`config.mk`:
```
export PLATFORM = sky130hd
export DESIGN_NAME = alu_arbiter
export DESIGN_NICKNAME = d
export VERILOG_FILES = /design/src/rtl/alu_arb_pkg.sv /design/src/rtl/rr_arb2.sv /design/src/rtl/alu_arbiter.sv
export SDC_FILE = /design/constraint.sdc
export NUM_CORES = 1
export LEC_CHECK = 0
export CAP_MARGIN = 20
export CORE_MARGIN = 4
export CORE_UTILIZATION = 34
export DETAILED_ROUTE_END_ITERATION = 16
export PLACE_DENSITY = 0.77
export SETUP_SLACK_MARGIN = 0.2
export SLEW_MARGIN = 20
export SYNTH_ARGS = -nofsm -noshare
export SYNTH_HDL_FRONTEND = slang
export SYNTH_SLANG_ARGS = --single-unit
```
`constraint.sdc`:
```
create_clock -name clk -period 1.4 [get_ports clk]
set_input_delay 0.14 -clock clk [delete_from_list [all_inputs] [get_ports clk]]
set_output_delay 0.14 -clock clk [all_outputs]
set_load 0.01 [all_outputs]
```
`src/rtl/alu_arb_pkg.sv`:
```
// Shared types and constants for the two-requester ALU arbiter.
// Used by rr_arb2 and alu_arbiter.
package alu_arb_pkg;

    localparam int unsigned DATA_W = 32;

    typedef enum logic [1:0] {
        IDLE,
        EXEC,
        RESP
    } alu_arb_state_t;

    typedef logic [2:0] alu_op_t;

    localparam alu_op_t ALU_AND    = 3'b000;
    localparam alu_op_t ALU_OR     = 3'b001;
    localparam alu_op_t ALU_ADD    = 3'b010;
    localparam alu_op_t ALU_PMATCH = 3'b011;
    localparam alu_op_t ALU_SUB    = 3'b110;
    localparam alu_op_t ALU_SLT    = 3'b111;

endpackage

```
`src/rtl/rr_arb2.sv`:
```
// Combinational two-way arbiter: round-robin on last_grant, or fixed priority to
// requester 0 when FIXED_PRIO is non-zero.
module rr_arb2 #(
    parameter int unsigned FIXED_PRIO = 0
) (
    input  logic [1:0] req,
    input  logic       last_grant,
    output logic [1:0] grant,
    output logic       grant_id
);

    always_comb begin
        grant    = 2'b00;
        grant_id = 1'b0;
        case (req)
            2'b01: begin
                grant    = 2'b01;
                grant_id = 1'b0;
            end
            2'b10: begin
                grant    = 2'b10;
                grant_id = 1'b1;
            end
            2'b11: begin
                // On a tie, requester 0 wins unless it was the last one served.
                if ((FIXED_PRIO != 0) || last_grant) begin
                    grant    = 2'b01;
                    grant_id = 1'b0;
                end else begin
                    grant    = 2'b10;
                    grant_id = 1'b1;
                end
            end
            default: begin
                grant    = 2'b00;
                grant_id = 1'b0;
            end
        endcase
    end

endmodule

```
`src/rtl/alu_arbiter.sv`:
```
// Shares one external ALU between two requesters: arbitrate, execute from registered
// operands, return a tagged response. Define ALU_ARBITER_PERF_EN for grant counters.
module alu_arbiter
    import alu_arb_pkg::*;
#(
    parameter int unsigned FIXED_PRIO = 0
) (
    input  logic              clk,
    input  logic              reset,

    input  logic              req0_valid,
    output logic              req0_ready,
    input  logic [DATA_W-1:0] req0_a,
    input  logic [DATA_W-1:0] req0_b,
    input  logic [2:0]        req0_f,

    input  logic              req1_valid,
    output logic              req1_ready,
    input  logic [DATA_W-1:0] req1_a,
    input  logic [DATA_W-1:0] req1_b,
    input  logic [2:0]        req1_f,

    output logic [DATA_W-1:0] alu_a,
    output logic [DATA_W-1:0] alu_b,
    output logic [2:0]        alu_f,
    input  logic [DATA_W-1:0] alu_y,
    input  logic              alu_zero,

    output logic              rsp_valid,
    input  logic              rsp_ready,
    output logic              rsp_id,
    output logic [DATA_W-1:0] rsp_y,
    output logic              rsp_zero
`ifdef ALU_ARBITER_PERF_EN
    ,
    output logic [15:0]       perf_grant0,
    output logic [15:0]       perf_grant1
`endif
);

    alu_arb_state_t    state_q, state_d;
    logic [DATA_W-1:0] op_a_q, op_b_q;
    logic [2:0]        op_f_q;
    logic              op_id_q;
    logic              last_grant_q;

    logic              rsp_valid_q;
    logic              rsp_id_q;
    logic [DATA_W-1:0] rsp_y_q;
    logic              rsp_zero_q;

    logic [1:0]        grant;
    logic              grant_id;
    logic              take;

    rr_arb2 #(
        .FIXED_PRIO(FIXED_PRIO)
    ) u_arb (
        .req       ({req1_valid, req0_valid}),
        .last_grant(last_grant_q),
        .grant     (grant),
        .grant_id  (grant_id)
    );

    always_comb begin
        state_d = state_q;
        take    = 1'b0;
        case (state_q)
            IDLE: begin
                if (!reset && (grant != 2'b00)) begin
                    take    = 1'b1;
                    state_d = EXEC;
                end
            end
            EXEC: state_d = RESP;
            RESP: begin
                // Return to IDLE only; a new grant waits for the following cycle.
                if (rsp_ready) begin
                    state_d = IDLE;
                end
            end
            default: state_d = IDLE;
        endcase
    end

    assign req0_ready = take & grant[0];
    assign req1_ready = take & grant[1];

    always_ff @(posedge clk) begin
        if (reset) begin
            state_q      <= IDLE;
            op_a_q       <= '0;
            op_b_q       <= '0;
            op_f_q       <= '0;
            op_id_q      <= 1'b0;
            last_grant_q <= 1'b1;
            rsp_valid_q  <= 1'b0;
            rsp_id_q     <= 1'b0;
            rsp_y_q      <= '0;
            rsp_zero_q   <= 1'b0;
        end else begin
            state_q <= state_d;
            if (take) begin
                op_a_q       <= grant_id ? req1_a : req0_a;
                op_b_q       <= grant_id ? req1_b : req0_b;
                op_f_q       <= grant_id ? req1_f : req0_f;
                op_id_q      <= grant_id;
                last_grant_q <= grant_id;
            end
            if (state_q == EXEC) begin
                rsp_y_q     <= alu_y;
                rsp_zero_q  <= alu_zero;
                rsp_id_q    <= op_id_q;
                rsp_valid_q <= 1'b1;
            end else if ((state_q == RESP) && rsp_ready) begin
                rsp_valid_q <= 1'b0;
            end
        end
    end

    assign alu_a     = op_a_q;
    assign alu_b     = op_b_q;
    assign alu_f     = op_f_q;

    assign rsp_valid = rsp_valid_q;
    assign rsp_id    = rsp_id_q;
    assign rsp_y     = rsp_y_q;
    assign rsp_zero  = rsp_zero_q;

`ifdef ALU_ARBITER_PERF_EN
    logic [15:0] perf_grant0_q, perf_grant1_q;

    always_ff @(posedge clk) begin
        if (reset) begin
            perf_grant0_q <= '0;
            perf_grant1_q <= '0;
        end else begin
            if (req0_ready && (perf_grant0_q != 16'hFFFF)) begin
                perf_grant0_q <= perf_grant0_q + 16'd1;
            end
            if (req1_ready && (perf_grant1_q != 16'hFFFF)) begin
                perf_grant1_q <= perf_grant1_q + 16'd1;
            end
        end
    end

    assign perf_grant0 = perf_grant0_q;
    assign perf_grant1 = perf_grant1_q;
`endif

endmodule

```
==> flow_summary.ini, run 1 <==
[outcome]
outcome = finished with violations
violations = setup timing

[placement]
post-place-ws_ns = -0.3549
portBuffers = 275
dp_hpwl_um = 11420
post-place-cells = 908
gp_congestion = 0.7774
placed_area_um2 = 7706

[yosys]
yosysSeqAreaShare_pct = 45.49
synthSimpleGateAreaFrac_pct = 16.31
synth_fa_ha_area_share_pct = 0
synth.area.mux_share_pct = 28.76
ys_dominant_reg_cell = dfxtp_1
syn_area_um2 = 4664
async_flop_share_pct = 0
ys_ff_latch = 106
synthesis.nets = 637
synthCells = 465
synth-xor-area-share_pct = 0
syn_avg_cell_area_um2 = 10.03
ys_warn_count = 0
synth_top_family_by_area = multiplexers
synth-edff-count = 0
synth_cell_type_count = 23
synth_compound_area_share_pct = 4.533

[floorplan]
die-area_um2 = 15660
ios = 276
fp.dieH_um = 125.1
core_region_area_um2 = 13350
fp-row-count = 42
start_util_pct = 34.95
die_w_um = 125.1

[clock_tree]
cts.sinks = 106
cts_buffer_depth = 2
hold_buffers = 0
cts.clk_slew.worst_paths_ns = 0.09
htree_num_levels = 3
cts_tree = done
cts-root-buf = clkbuf_16
cts_buffers = 9
clk_latency_ns = 0.36

[drt]
vias = 4580
wl_um = 17960
antenna_left = 0
vias_per_cell = 4.806
drc_errors = 0
first_pass_iters = 4
wl_per_cell_um = 18.85
drt-initial-drc-count = 157

[finish]
drive_gt1_share_pct = 23.94
fin_cells = 953
fin_nets = 944
postLayoutCoreUtil_pct = 67.61
final_cell_area_um2 = 9025
diodes = 0
area_growth_pct = 93.48

[sta]
finalHoldViolCount = 0
max_clock_freq_mhz = 709.2
rsz0062_at_grt = true
report.final.slew_viol_count = 0
worst_slew_pin_slew_ns = 0.4820
layout_setup_ws_ns = -0.01008
setup-violations-final = 2
skew_ns = 0.01087
min_period_ns = 1.410
max_slew_margin_pct = 67.87
hold_slack_ns = 0.3547
min_period_over_period_pct = 100.7

[worst_setup_path]
required_ns = 1.63
reg2reg_depth = 5
worstPathArrival_ns = 1.64
path_class = reg2reg
startpoint_type = flip-flop
cp_max_fo = 17
end_kind = flip-flop

[grt]
antenna_found_initial = 0
gr-total-overflow = 0
grt_pass1_wl_um = 23360
grt_util_all_layers_pct = 18.34
grt_max_degree = 44
grt_pass1_vias = 4520

[pwr]
ir_drop_v = 0.0005774
power.density_nw_per_um2 = 967.9
p_leak_uw = 0.004000

[job]
drv_cap = 0

[min_path]
whs_path_depth = 3
min_path_type = in2reg
-- worst max-delay path, stage by stage (launching register included) --
cell and delay [ns]:
dfxtp_2 0.35, a21boi_4 0.21, buf_12 0.20, buf_16 0.18, mux2i_1 0.24, mux2i_1 0.10
-- worst paths after layout --
kind | startpoint | to | slack (ns)
max | last_grant_q$_SDFFE_PP1P_ | alu_b[4]$_SDFFE_PP0P_ | -0.01
min | alu_y[30] | rsp_y[30]$_SDFFE_PP0P_ | 0.35
max reg2reg | last_grant_q$_SDFFE_PP1P_ | alu_b[4]$_SDFFE_PP0P_ | -0.01
min reg2reg | rsp_y[6]$_SDFFE_PP0P_ | rsp_y[6]$_SDFFE_PP0P_ | 0.47
-- layout make-up --
| type | count | area [µm²] |
|---|---|---|
| clock buffers | 9 | 225.2 |
| clock inverters | 7 | 57.56 |
| fillers | 1018 | 4323 |
| multi-input cells | 323 | 2903 |
| flip-flops and latches | 106 | 2128 |
| well taps | 176 | 220.2 |
| repair buffers | 332 | 3491 |
-- synthesized netlist by cell type (all sizes together), types with 2 or more instances --
library cell / count / area, µm²
a21oi: 36 / 180.2
clkbuf: 11 / 48.79
nor2: 3 / 11.26
dfxtp: 106 / 2122
mux2i: 134 / 1341
nor2b: 2 / 12.51
nand2: 70 / 262.8
nand2b: 68 / 425.4
buf: 25 / 180.2
-- power breakdown --
group | total (µW) | internal, µW | switching, µW | leakage, µW
registers | 3530 | 3340 | 193 | 0.000876
clock network | 2480 | 1250 | 1240 | 0.000142
logic | 2720 | 1570 | 1150 | 0.00298
total | 8730 | 6150 | 2580 | 0.00400
-- per-stage QoR --
step | total power [µW] | TNS, ns
after floorplan | 4510 | 0
after global placement | 5814 | -15.65
after detailed placement | 5874 | -19.50
after CTS | 8188 | 0
after global routing | 9111 | -1.249
final | 8735 | -0.01823
-- placed cells by master, fill, tap and decap left out, types with 2 or more instances in the layout --
master	netlist	final
nor2_1	3	2
dlygate4sd2_1	0	97
buf_2	15	3
a21oi_2	0	33
buf_4	4	16
nand2b_1	68	67
clkdlybuf4s50_1	0	170
buf_16	0	3
dfxtp_2	0	5
buf_8	2	6
mux2i_1	134	124
clkdlybuf4s15_1	0	4
nand2_4	0	43
inv_6	0	6
buf_12	0	7
buf_6	4	13
dfxtp_1	106	101
mux2i_2	0	8
nand2_1	70	19
clkbuf_16	0	21
mux2i_4	0	2
nand2_2	0	8
a21oi_1	36	2
-- metal layers --
layer | up-vias | track usage [%] | part of all wire [%]
met3 | 38 | 6.183 | 6.5
met2 | 194 | 33.72 | 53
li1 | 2186 | - | -
met4 | 0 | 6.952 | 2.9
met5 | - | 0 | 0
met1 | 2162 | 19.32 | 38
-- kinds of logic after synthesis --
| family | after synthesis |
|---|---|
| compound gates | 40 |
| buf+inv | 36 |
| simple gates | 149 |
| flops | 106 |
| mux | 134 |
-- repair_timing --
action / in CTS / in global routing
endpoints found under the setup margin: 175 / 109
cloned: 1 / 17
setup buffers: 1 / 10
resized for setup: 127 / 173
pin swaps: 2 / 72
-- state kept, by name, summed over array words and instances, names as in the netlist --
signal        cells
alu_a            32
alu_b            32
rsp_y            32
alu_f             3
state_q           2
last_grant_q      1
op_id_q           1
rsp_id            1
rsp_valid         1
rsp_zero          1
Power figures use the tool's default switching activity.
==> run 2: changes to the inputs <==
--- a/config.mk
+++ b/config.mk
@@ -5,6 +5,7 @@
 export SDC_FILE = /design/constraint.sdc
 export NUM_CORES = 1
 export LEC_CHECK = 0
+export ABC_CLOCK_PERIOD_IN_PS = 1400
 export CAP_MARGIN = 20
 export CORE_MARGIN = 4
 export CORE_UTILIZATION = 34
==> results of run 2 <==
The final DEF is identical to that of run 1; final timing and power are the same.
==> edit 1, RTL diff (flow settings as in run 2) <==
Encoding of `alu_arb_state_t`: now one-hot (3 bits for 3 states).
--- a/src/rtl/alu_arb_pkg.sv
+++ b/src/rtl/alu_arb_pkg.sv
@@ -4,10 +4,10 @@
 
     localparam int unsigned DATA_W = 32;
 
-    typedef enum logic [1:0] {
-        IDLE,
-        EXEC,
-        RESP
+    typedef enum logic [2:0] {
+        IDLE = 3'b001,
+        EXEC = 3'b010,
+        RESP = 3'b100
     } alu_arb_state_t;
 
     typedef logic [2:0] alu_op_t;
Function: no difference found for any inputs over 10 cycles, from zero or initial values and one cycle with reset high; not proved beyond that.
==> edit 1 against run 2 <==
- the flow still finishes with violations (negative setup slack)
- combinational power decreased by 18%
- wire length decreased by 1.3%
- sequential cell count increased by 1
- final area decreased by 2.3%
- power decreased by 6.7%
- fmax decreased by 14%
- setup slack got worse by 0.22 ns
- first-iteration DRC count increased by 6.4%
- synthesized area increased by 1.7%
- largest cell class unchanged
- highest routed layer unchanged
==> edit 1: results (changes against run 2) <==
| Metric | Value |
|---|---|
| Status | complete, but fails checks |
| Failing checks | negative setup slack |
| Final WL | 17,700 um (-1.3%) |
| M1 GR Usage | 0.220 (+0.0265) |
| Number of global-route vias before repair | 5,258 (+16%) |
| Global-route wire length before repair | 26,200 um (+12%) |
| Largest net degree at the start of global routing | 73 (+66%) |
| Clock-pin slew on the worst setup and hold paths | 0.07 ns (-0.02 ns) |
| Layout Nets | 1,010 (+7.0%) |
| Met3 Usage GRT | 0.0690 (+0.00718) |
| Final worst slack | -0.233 ns (-0.223 ns) |
| GP Congestion | 0.902 (+16%) |
| RR Endpoint | alu_a[5] |
| Max IR drop VDD | 0.502 mV (-13%) |
| Compound-Gate Fraction of Synth Area | 0.192 (+0.147) |
| Commonest cells post-synth | dfxtp_1 (107), o21ai_0 (90), nand2_1 (69) |
| Final core occ | 0.656 (-0.0205) |
| Final setup vio count | 104 (+102) |
| Met2 usage | 0.356 (+0.0183) |
| Placement Setup Slack | -0.445 ns (-0.0897 ns) |
| Yosys cell types | 25 (+8.7%) |
| Reg2Reg Launch Point | state_q[2] |
| Slew @ Worst Pin | 0.925 ns (+0.443 ns) |
| P_leak | 3.63 nW (-9.2%) |
| Register-to-Register Path Depth | 6 (+1) |
| WL met3 | 1470 um (+26%) |
| Post-synthesis mux area share | 0.141 (-0.146) |
| Iteration-0 DRC Markers | 167 (+6.4%) |
| Vias per cell | 4.95 (+3.0%) |
edit 1: changes by cell type after synthesis, moves of 19 or more:
cell and change:
o21ai_0 +89, mux2i_1 -67, nand2b_1 -67, nor2b_1 +66, o21ai_1 +47, clkbuf_1 +19
edit 1: cell type report:
| cell class | count | area share |
|---|---|---|
| clock buffers | 11 | 0.0264 |
| well taps | 176 | 0.0250 |
| flip-flops and latches | 107 | 0.243 |
| clock inverters | 5 | 0.00610 |
| inverters | 5 | 0.00270 |
| multi-input cells | 392 | 0.322 |
| repair buffers | 323 | 0.374 |
edit 1: how the worst min path moves through the flow:
| stage | to | from | slack, ns | cells after the start |
|---|---|---|---|---|
| floorplan | rsp_y[0] | alu_y[0] | 0.28 | 2 |
| CTS | rsp_y[22] | reset | 0.19 | 3 |
| global placement | rsp_y[6] | rsp_y[6] | 0.44 | 2 |
| global route | rsp_y[30] | reset | 0.23 | 3 |
| finish | rsp_y[22] | reset | 0.23 | 3 |
| detailed placement | rsp_y[22] | rsp_y[22] | 0.45 | 2 |
edit 1: logic make-up (layout without fill, tap and decap cells):
kind of cell	count (synthesis)	after routing
simple gates	146	146
flops	107	107
mux	67	67
buf+inv	52	344
compound gates	179	179
edit 1: critical path, delay by kind of cell (launching register included):
family | cells | cell delay [ns]
DFF | 1 | 0.33
buffers and inverters | 3 | 0.44
and+or+nand+nor | 1 | 0.57
AOI/OAI and AO/OA | 2 | 0.17
edit 1: what timing repair did:
item	in CTS	in global routing
resized for setup	192	136
setup endpoints to repair	210	110
hold endpoints to repair	0	0
hold buffers	0	0
gates cloned	4	5
pin swaps	8	62
setup buffers	3	5
edit 1: power breakdown:
part,switching [mW],internal [mW]
logic,0.964,1.25
clock network,1.10,1.38
registers,0.133,3.31
total,2.20,5.95
==> edit 2, RTL diff (settings of run 2) <==
Made on the original files. Change the package constant `DATA_W` from 32 to 36.
--- a/src/rtl/alu_arb_pkg.sv
+++ b/src/rtl/alu_arb_pkg.sv
@@ -2,7 +2,7 @@
 // Used by rr_arb2 and alu_arbiter.
 package alu_arb_pkg;
 
-    localparam int unsigned DATA_W = 32;
+    localparam int unsigned DATA_W = 36;
 
     typedef enum logic [1:0] {
         IDLE,
Interface: changed (8 resized); port bits go from 276 to 308. No check against the original RTL was run, so the function may have changed too.
==> edit 2 against run 2 <==
- synthesized area is 13% higher
- setup slack worse by 0.099 ns
- largest power group is now the clock network
- sequential cell count is 12 higher
- the run still ends with negative setup slack left
- power is 38% higher
- critical endpoint is now alu_b[30]
- critical path depth is 1 higher
- final area is 22% higher
- wire length is 39% higher
- global-route usage is 2.3 points higher
==> edit 2: results (changes against run 2) <==
| Metric | Value |
|---|---|
| Slew @ Worst Pin | 0.943 ns (+0.461 ns) |
| H-Tree Level Count | 4 (+1) |
| Clock-pin slew on the worst setup and hold paths | 0.06 ns (-0.03 ns) |
| Post-cts gate resize count | 216 (+70%) |
| Area after DPL | 8590 um^2 (+11%) |
| Failing checks | negative setup slack |
| Placement Setup Slack | -0.385 ns (-0.0299 ns) |
| Commonest cells post-synth | dfxtp_1 (118), o21ai_1 (79), nand2_1 (77) |
| Status | complete, but fails checks |
| IO buf count | 307 (+12%) |
| Fillers | 1,070 (+5.1%) |
| Layout Nets | 1,155 (+22%) |
| Max IR drop VDD | 0.814 mV (+41%) |
| Yosys cell types | 24 (+4.3%) |
| GR Util All Layers | 0.206 (+0.0228) |
| Largest net degree at the start of global routing | 68 (+55%) |
| Placed instance count | 1,074 (+18%) |
| Iteration-0 DRC Markers | 252 (+61%) |
| GP Congestion | 0.758 (-2.5%) |
| Final setup vio count | 71 (+69) |
| Final WL | 25,000 um (+39%) |
| Inserted Clock Buffers | 17 (+8) |
| Critical path arrival | 1.82 ns (+0.18 ns) |
| Number of global-route vias before repair | 5,481 (+21%) |
| Final worst slack | -0.109 ns (-0.0993 ns) |
| Seq/Total Area, Yosys | 0.450 (-0.00520) |
| Crit-path max FO | 5 (-12) |
| Vias | 6,024 (+32%) |
| WL/cell | 21.4 um (+14%) |
| Post-DP HPWL | 12,200 um (+6.9%) |
edit 2: cell types whose count changed after synthesis, moves of 7 or more:
cell      before  now
o21ai_1        0   79
buf_2         15    7
mux2i_1      134   75
nand2_1       70   77
o21ai_0        1   74
nand2b_1      68    1
nor2b_1        2   76
clkbuf_1       9   30
dfxtp_1      106  118
edit 2: metal layers:
layer | part of all wire | track usage
met5 | 0 | 0
met4 | 0.030 | 0.0866
met1 | 0.37 | 0.223
met2 | 0.51 | 0.354
met3 | 0.087 | 0.0889
edit 2: final cells by class:
class,instances,area (um^2),area share
Clock buffer,18,439,0.0400
Tap cell,188,235,0.0214
Inverter,3,11.3,0.00102
Sequential cell,118,2370,0.216
Multi-Input combinational cell,435,3500,0.318
Clock inverter,14,175,0.0159
Timing Repair Buffer,388,4260,0.388
edit 2: final timing paths:
| path | slack, ns | cells after the start | startpoint | endpoint |
|---|---|---|---|---|
| setup / recovery | -0.11 | 6 | state_q[0] | alu_b[30] |
| hold / removal | 0.28 | 3 | alu_y[27] | rsp_y[27] |
| setup reg to reg | -0.11 | 6 | state_q[0] | alu_b[30] |
| hold reg to reg | 0.47 | 2 | rsp_y[12] | rsp_y[12] |
edit 2: critical path, cell delays in order (launching register included):
cell	delay, ns
dfxtp_2	0.32
or3_4	0.42
buf_12	0.17
buf_8	0.13
buf_16	0.14
o21ai_2	0.14
o21ai_2	0.07
edit 2: kinds of logic after synthesis:
| logic type | share of synthesized area |
|---|---|
| AOI/OAI and AO/OA | 0.189 |
| buffers and inverters | 0.0610 |
| DFF | 0.450 |
| muxes | 0.143 |
| and+or+nand+nor | 0.157 |
edit 2: report_power, final:
part           total (mW)  switching (mW)  internal (mW)
clock network        4.60            1.74           2.86
logic                3.55            1.60           1.95
registers            3.90           0.198           3.71
